$ cat src/rtl/i2s_receiver.sv
// i2s_receiver: mclk-domain I2S record receiver pairing left/right words into a show-ahead FIFO.
module i2s_receiver #(
  parameter int SAMPLE_BITS = 16,
  parameter int FIFO_DEPTH  = 4
) (
  input  logic                          mclk,
  input  logic                          rst_n,
  input  logic                          audio_I2S_bclk,
  input  logic                          audio_I2S_reclrc,
  input  logic                          audio_I2S_recdat,
  output logic [SAMPLE_BITS-1:0]        left_sample,
  output logic [SAMPLE_BITS-1:0]        right_sample,
  output logic                          sample_valid,
  input  logic                          sample_ready,
  output logic [$clog2(FIFO_DEPTH):0]   fifo_level,
  output logic                          overflow,
  output logic                          frame_error,
  input  logic                          clear_errors
);
  localparam int AW = $clog2(FIFO_DEPTH);
  localparam int CW = $clog2(SAMPLE_BITS + 2);
  localparam logic [CW-1:0] CMAX  = CW'(SAMPLE_BITS + 1);
  localparam logic [CW-1:0] CFULL = CW'(SAMPLE_BITS);
  localparam logic [AW:0]   DEPTH = (AW + 1)'(FIFO_DEPTH);

  typedef enum logic {ALIGN, RECEIVE} state_t;
  state_t state, state_nxt;

  logic [2:0] bclk_q;
  logic [1:0] lr_q, dat_q;
  logic rise, lr_chg, lr_prev;
  logic [SAMPLE_BITS-1:0] shreg, word_nxt, done_word, left_hold;
  logic [CW-1:0] cnt, cnt_inc;
  logic done, done_ok, done_right, pend;
  logic push_req, push, pop, full, ovf_ev, ferr_ev;
  logic [2*SAMPLE_BITS-1:0] push_data;
  logic [2*SAMPLE_BITS-1:0] mem [FIFO_DEPTH];
  logic [AW-1:0] wr_ptr, rd_ptr;

  // The bit sampled on an LRCLK-change rise is the LSB of the word just ending.
  assign rise     = bclk_q[1] & ~bclk_q[2];
  assign lr_chg   = rise & (lr_q[1] != lr_prev);
  assign word_nxt = {shreg[SAMPLE_BITS-2:0], dat_q[1]};
  assign cnt_inc  = (cnt == CMAX) ? cnt : cnt + 1'b1;

  always_comb state_nxt = (state == ALIGN && lr_chg) ? RECEIVE : state;

  always_ff @(posedge mclk or negedge rst_n)
    if (!rst_n) state <= ALIGN;
    else        state <= state_nxt;

  always_ff @(posedge mclk or negedge rst_n) begin
    if (!rst_n) begin
      bclk_q     <= '0;
      lr_q       <= '0;
      dat_q      <= '0;
      lr_prev    <= 1'b0;
      shreg      <= '0;
      cnt        <= '0;
      done       <= 1'b0;
      done_ok    <= 1'b0;
      done_right <= 1'b0;
      done_word  <= '0;
    end else begin
      bclk_q <= {bclk_q[1:0], audio_I2S_bclk};
      lr_q   <= {lr_q[0], audio_I2S_reclrc};
      dat_q  <= {dat_q[0], audio_I2S_recdat};
      done   <= lr_chg && state == RECEIVE;
      if (rise) begin
        shreg   <= word_nxt;
        lr_prev <= lr_q[1];
        cnt     <= lr_chg ? '0 : cnt_inc;
      end
      if (lr_chg) begin
        done_word  <= word_nxt;
        done_ok    <= cnt_inc == CFULL;
        done_right <= lr_prev;
      end
    end
  end

  always_ff @(posedge mclk or negedge rst_n) begin
    if (!rst_n) begin
      pend      <= 1'b0;
      left_hold <= '0;
      push_req  <= 1'b0;
      push_data <= '0;
    end else begin
      push_req <= 1'b0;
      if (done) begin
        if (!done_ok) pend <= 1'b0;
        else if (!done_right) begin
          left_hold <= done_word;
          pend      <= 1'b1;
        end else if (pend) begin
          push_req  <= 1'b1;
          push_data <= {left_hold, done_word};
          pend      <= 1'b0;
        end
      end
    end
  end

  assign sample_valid = fifo_level != '0;
  assign full         = fifo_level == DEPTH;
  assign pop          = sample_valid & sample_ready;
  assign push         = push_req & (~full | pop);
  assign ovf_ev       = push_req & full & ~pop;
  assign ferr_ev      = done & ~done_ok;
  assign {left_sample, right_sample} = sample_valid ? mem[rd_ptr] : '0;

  always_ff @(posedge mclk)
    if (push) mem[wr_ptr] <= push_data;

  always_ff @(posedge mclk or negedge rst_n) begin
    if (!rst_n) begin
      wr_ptr      <= '0;
      rd_ptr      <= '0;
      fifo_level  <= '0;
      overflow    <= 1'b0;
      frame_error <= 1'b0;
    end else begin
      if (push) wr_ptr <= wr_ptr + 1'b1;
      if (pop)  rd_ptr <= rd_ptr + 1'b1;
      fifo_level  <= fifo_level + (AW + 1)'(push) - (AW + 1)'(pop);
      overflow    <= ovf_ev | (overflow & ~clear_errors);
      frame_error <= ferr_ev | (frame_error & ~clear_errors);
    end
  end
endmodule

$ cat config.mk
export PLATFORM = sky130hd
export DESIGN_NAME = i2s_receiver
export DESIGN_NICKNAME = d
export VERILOG_FILES = /design/src/rtl/i2s_receiver.sv
export SDC_FILE = /design/constraint.sdc
export NUM_CORES = 1
export LEC_CHECK = 0
export CAP_MARGIN = 20
export CORE_MARGIN = 8
export CORE_UTILIZATION = 30
export DETAILED_ROUTE_END_ITERATION = 16
export PLACE_DENSITY_LB_ADDON = 0.1
export SLEW_MARGIN = 20
export SYNTH_ARGS = -nofsm -noshare
export SYNTH_HDL_FRONTEND = slang
export SYNTH_SLANG_ARGS = --single-unit
export TNS_END_PERCENT = 30
$ cat constraint.sdc
create_clock -name mclk -period 2.9 [get_ports mclk]
set_input_delay 0.29 -clock mclk [delete_from_list [all_inputs] [get_ports mclk]]
set_output_delay 0.29 -clock mclk [all_outputs]
set_load 0.01 [all_outputs]
=== Yosys cells after proc, flatten, opt, wreduce, memory -nomap -nowiden ===
Memories as Yosys holds them, arrays and structs flattened.
Index checks and enable logic that the tools add are counted.
W data, S select, Z words.

* Register bits after elaboration: 107
* RAM bits: 128
* Input bits: 7
* Output and inout port bits: 38
* Logic and storage cells: 65
* Memories: 1

{| class="wikitable"
|+ Memory list
! name !! words !! bits a word !! read ports !! clocked after memory_dff !! write ports !! RTL line !! RTL
|-
| mem || 4 || 32 || 1 || 0 || 1 || 37 || <nowiki>logic [2*SAMPLE_BITS-1:0] mem [FIFO_DEPTH];</nowiki>
|}

* Add/subtract/negate cells: 5
* Equal/unequal tests: 4
* Muxes and demuxes: 11
* Bitwise logic cells: 19
* Reductions and logical operators: 5

{| class="wikitable"
|+ Operator list
! cell !! number
|-
| $mux W32 || 1
|-
| $eq A5 B5 Y1 const B || 2
|-
| $mux W5 || 2
|-
| $and A1 B1 Y1 || 9
|-
| $mux W1 || 8
|-
| $not A1 Y1 || 7
|-
| $add A5 B1 Y5 const B || 1
|-
| $add A2 B1 Y2 const B || 2
|-
| $reduce_and A4 Y1 || 1
|-
| $add A3 B1 Y3 || 1
|-
| $eq A3 B3 Y1 const B || 1
|-
| $or A1 B1 Y1 || 3
|-
| $reduce_and A3 Y1 || 1
|-
| $reduce_bool A3 Y1 || 1
|-
| $sub A3 B1 Y3 || 1
|-
| $logic_and A1 B1 Y1 || 2
|-
| $ne A1 B1 Y1 || 1
|}

=== Depth between registers and ports, before layout ===
* Depth after elaboration: 6
* Depth in mapped cells: 10
* Depth with buffers taken out: 9

=== Least setup slack after synthesis ===
OpenSTA, ideal clock, no wires.

* Path type: flip-flop to flip-flop
* Start point: register fifo_level[1]
* End point: register fifo_level[2]
* Setup time: 0.123 ns
* Arrival: 2.162 ns
* Required time: 2.777 ns
* Path slack: 0.615 ns
* Cell stages (with the launch flop): 9
* Buffers on the path: 0
* Period minus slack after synthesis: 2.285 ns
* Path through: dfrtp_1 or3_1 and2_1 ha_1 inv_1 ha_1 fa_1 xnor2_1 xnor2_1

* Cells in the longest elaborated chain, start to end: 6
* Elaborated cells between the ends (all ways): 8
* Those cells by class: 2 x add/sub; 1 x eq/ne; 4 x bitwise; 1 x reduce/logical

{| class="wikitable"
|+ RTL lines
! what !! RTL line !! RTL
|-
| from (decl) || 15 || <nowiki>output logic [$clog2(FIFO_DEPTH):0] fifo_level,</nowiki>
|-
| from (signal assigned) || 125 || <nowiki>fifo_level <= fifo_level + (AW + 1)'(push) - (AW + 1)'(pop);</nowiki>
|-
| $reduce_bool A3 Y1 (*) || 104 || <nowiki>assign sample_valid = fifo_level != '0;</nowiki>
|-
| $and A1 B1 Y1 (*) || 106 || <nowiki>assign pop = sample_valid & sample_ready;</nowiki>
|-
| via pop || 35 || <nowiki>logic push_req, push, pop, full, ovf_ev, ferr_ev;</nowiki>
|-
| $or A1 B1 Y1 || 107 || <nowiki>assign push = push_req & (~full | pop);</nowiki>
|-
| $and A1 B1 Y1 || 107 ||
|-
| $add A3 B1 Y3 || 125 ||
|-
| $sub A3 B1 Y3 (*) || 125 ||
|}

Mark *: on every way through the listed nets, which the timed path passes. The rest lies on a longest branch.
A chain may end at the register's enable or synchronous reset.

=== Worst setup path in the final report ===
* Start point: register rd_ptr[0]
* End point: output port left_sample[4]

* Cells in the longest elaborated chain, start to end: 2

{| class="wikitable"
|+ RTL lines
! what !! RTL line !! RTL
|-
| from (decl) || 38 || <nowiki>logic [AW-1:0] wr_ptr, rd_ptr;</nowiki>
|-
| from (signal assigned) || 124 || <nowiki>if (pop) rd_ptr <= rd_ptr + 1'b1;</nowiki>
|-
| $mem_v2 Z4 W32 || -- ||
|-
| $mux W32 || 110 || <nowiki>assign {left_sample, right_sample} = sample_valid ? mem[rd_ptr] : '0;</nowiki>
|-
| to (decl) || 11 || <nowiki>output logic [SAMPLE_BITS-1:0] left_sample,</nowiki>
|}

Every way passes these cells.

==> metrics.yaml <==
run_status:
  status: "finished, final reports clean"
pwr:
  leakagePower_nw: 4.43
  power_density_nw_per_um2: 823
  ir_drop_mv: 0.501
grt:
  grt_pass1_vias: 5237
  grt_max_degree: 49
  track_usage: 0.108
  antenna_found_initial: 0
  grt_pass1_wl_um: 30700
  grt_overflow: 0
detailed_routing:
  dr_wl_met2_um: 9370
  highest_layer: "met4"
  drtIter0Drc: 298
  wl_per_cell_um: 17.6
  via_count: 4749
  final_antenna_net_count: 0
  vias_per_cell: 4.44
  drc: 0
  dr.pass1.iters: 4
  wirelength_um: 18800
  met1_length_um: 8450
  wl_met3_um: 588
finish:
  fin_cells: 1069
  drive_gt1_frac: 0.202
  final_nets: 674
  final_area_um2: 11000
  antenna_cells: 0
  fillers: 2799
  area_growth_pct: 21.0
timing:
  fin_skew_ns: 0.00768
  setup_viol: 0
  rsz0062_at_grt: "no"
  hold_viol: 0
  worst_pin_slew_ns: 0.649
  slew_viol_final: 0
  slew_headroom: 0.566
  layout_min_cycle_time_ns: 2.72
  layout_setup_ws_ns: 0.182
  finalCritPeriodShare: 0.937
  tns_ns: 0
  max_freq_mhz: 368
min_path:
  min-delay-start: "audio_I2S_reclrc"
  hold_class: "primary input to register"
clock_tree:
  cts_tree: "yes"
  cts_num_sinks: 235
  clk_latency_ns: 0.53
  cts_buffers: 27
  root_buffer: "clkbuf_16"
  htreeDepth: 1
  clkTransAtPathRegs_ns: 0.06
  cts_buffer_depth: 3
synth:
  synth_seq_cells: 235
  syn-num-nets: 604
  synth_area_leaders: "edfxtp_1 42%, dfrtp_1 29%, mux4_2 7.9%, nand2_1 6.5%, mux2_2 4.0%"
  avgSynthCellArea_um2: 15.5
  synth_top_area_frac: 0.423
  synth_top_area_cell: "edfxtp_1"
  ys_seq_area_frac: 0.717
  ys_warn_count: 0
  mappedNetlistArea_um2: 9090
  synthCells: 588
  synth.distinct_cells: 35
placement:
  place_hpwl_um: 11600
  io_buffers: 44
  placedCellCount: 1013
  placed_area_um2: 10100
  dp_slack_ns: 0.522
  gp_congestion: 0.690
floorplanning:
  pin_count: 45
  core_um2: 29700
  start_util: 0.306
  die_area_um2: 36100
  rows: 63
  die_y_um: 190
  die_w_um: 190
worst_setup_path:
  crit_arrival_ns: 2.43
  crit_fanout: 17
  r2r_slack_ns: 0.61
  critical_path.endpoint: "left_sample[4]"
  crit_required_ns: 2.61
  criticalPathCategory: "register to output pin"
  worstReg2RegStart: "fifo_level[1]"
  startpoint_type: "register"
  r2r_end: "fifo_level[2]"
  endpoint_kind: "output pin"
  ff2ff_path_depth: 8
  crit_start: "rd_ptr[0]"
job:
  drv_cap: 0
==> cell families after synthesis <==
group | synth area share
flip-flops | 0.717
AND/OR/NAND/NOR | 0.108
multiplexers | 0.119
buffers and inverters | 0.0237
AO/OA/AOI/OAI | 0.0109
adder cells (fa/ha/maj) | 0.0132
XOR/XNOR | 0.00853
==> worst min-delay path by stage <==
| stage | slack (ns) | end | depth (start not counted) |
|---|---|---|---|
| global route | 0.19 | lr_q[0] | 1 |
| floorplan | -0.006 | bclk_q[0] | 0 |
| global placement | 0.31 | dat_q[1] | 1 |
| finish | 0.19 | lr_q[0] | 1 |
| detailed placement | 0.33 | dat_q[1] | 1 |
| CTS | 0.17 | lr_q[0] | 1 |
==> area by class of cell <==
cell class / count / area, um2 / area share
repair buffers: 67 / 688 / 0.0625
clock buffers: 36 / 761 / 0.0691
clock inverters: 14 / 133 / 0.0121
inverters: 14 / 52.6 / 0.00477
well taps: 390 / 488 / 0.0443
flip-flops and latches: 235 / 6530 / 0.593
multi-input cells: 313 / 2360 / 0.214
==> cells in the final DEF, fill, tap and decap left out, types with 2 or more instances in the layout <==
cell type	netlist	layout
nand2b_1	2	2
nand2_1	157	157
clkinv_1	0	4
dfrtp_1	107	106
nor2b_1	3	3
buf_12	0	6
ha_1	8	8
and2_1	37	37
edfxtp_1	128	128
mux2_2	32	32
inv_1	14	13
clkbuf_1	9	5
xor2_1	3	3
clkbuf_16	0	28
o21ai_0	11	11
buf_4	0	17
nor2_1	3	3
clkbuf_8	0	3
nor3_1	2	2
xnor2_1	4	4
mux4_2	32	32
clkinv_2	0	6
nand3_1	3	3
bufinv_16	0	2
clkdlybuf4s50_1	0	43
==> state kept, by name, summed over array words and instances, names as in the netlist <==
name         cells
bclk_q           3
cnt              5
dat_q            2
done             1
done_ok          1
done_right       1
done_word       16
fifo_level       3
frame_error      1
left_hold       16
lr_prev          1
lr_q             2
mem            128
overflow         1
pend             1
push_data       32
push_req         1
rd_ptr           2
shreg           15
state            1
wr_ptr           2
==> Yosys cell counts, drive strengths merged <==
master	n
clkbuf	9
inv	14
and2	37
nand3b	1
nand4bb	1
ha	8
nor2b	3
dfrtp	107
buf	17
a311oi	1
o31ai	1
o21ai	11
nand3	3
o41ai	1
a21oi	1
nand2	158
xor2	4
o22ai	1
and3	1
mux2	32
nor3	2
or3	1
xnor2	4
nor4b	1
nand2b	3
edfxtp	128
nor2	3
or2	1
fa	1
nand4	1
mux4	32
==> through the flow <==
stage	power (W)	util	hold WS [ns]
detailed placement	0.00582	0.339	0.326
global placement	0.00579	0.339	0.311
global route	0.00955	0.370	0.186
CTS	0.00922	0.369	0.172
finish	0.00905	0.370	0.193
floorplan	0.00493	-	-0.00559
==> routing by layer <==
metal,vias to the layer above,GRT usage
met2,66,0.183
met5,-,0
met4,0,0.0298
li1,2209,-
met3,34,0.0196
met1,2440,0.140
==> report_power, final <==
| group | switching (W) | total (W) | internal (W) | leakage (nW) |
|---|---|---|---|---|
| logic | 0.000787 | 0.00186 | 0.00107 | 1.42 |
| clock network | 0.00131 | 0.00334 | 0.00202 | 0.440 |
| registers | 0.000192 | 0.00386 | 0.00366 | 2.56 |
==> worst max-delay path: stages, from the launching register on <==
cell,delay [ns]
dfrtp_4,0.49
buf_12,0.21
mux4_2,0.53
and2_1,0.17
clkdlybuf4s50_1,0.47
==> what timing repair did <==
| item | 4_1_cts | 5_1_grt |
|---|---|---|
| gates resized for setup | 1 | 0 |
| pin swaps | 0 | 0 |
| endpoints found under the hold margin | 36 | 0 |
| hold buffers | 1 | 0 |
| setup endpoints to repair | 19 | 13 |
| buffers inserted | 0 | 5 |
Power figures use the tool's default switching activity.
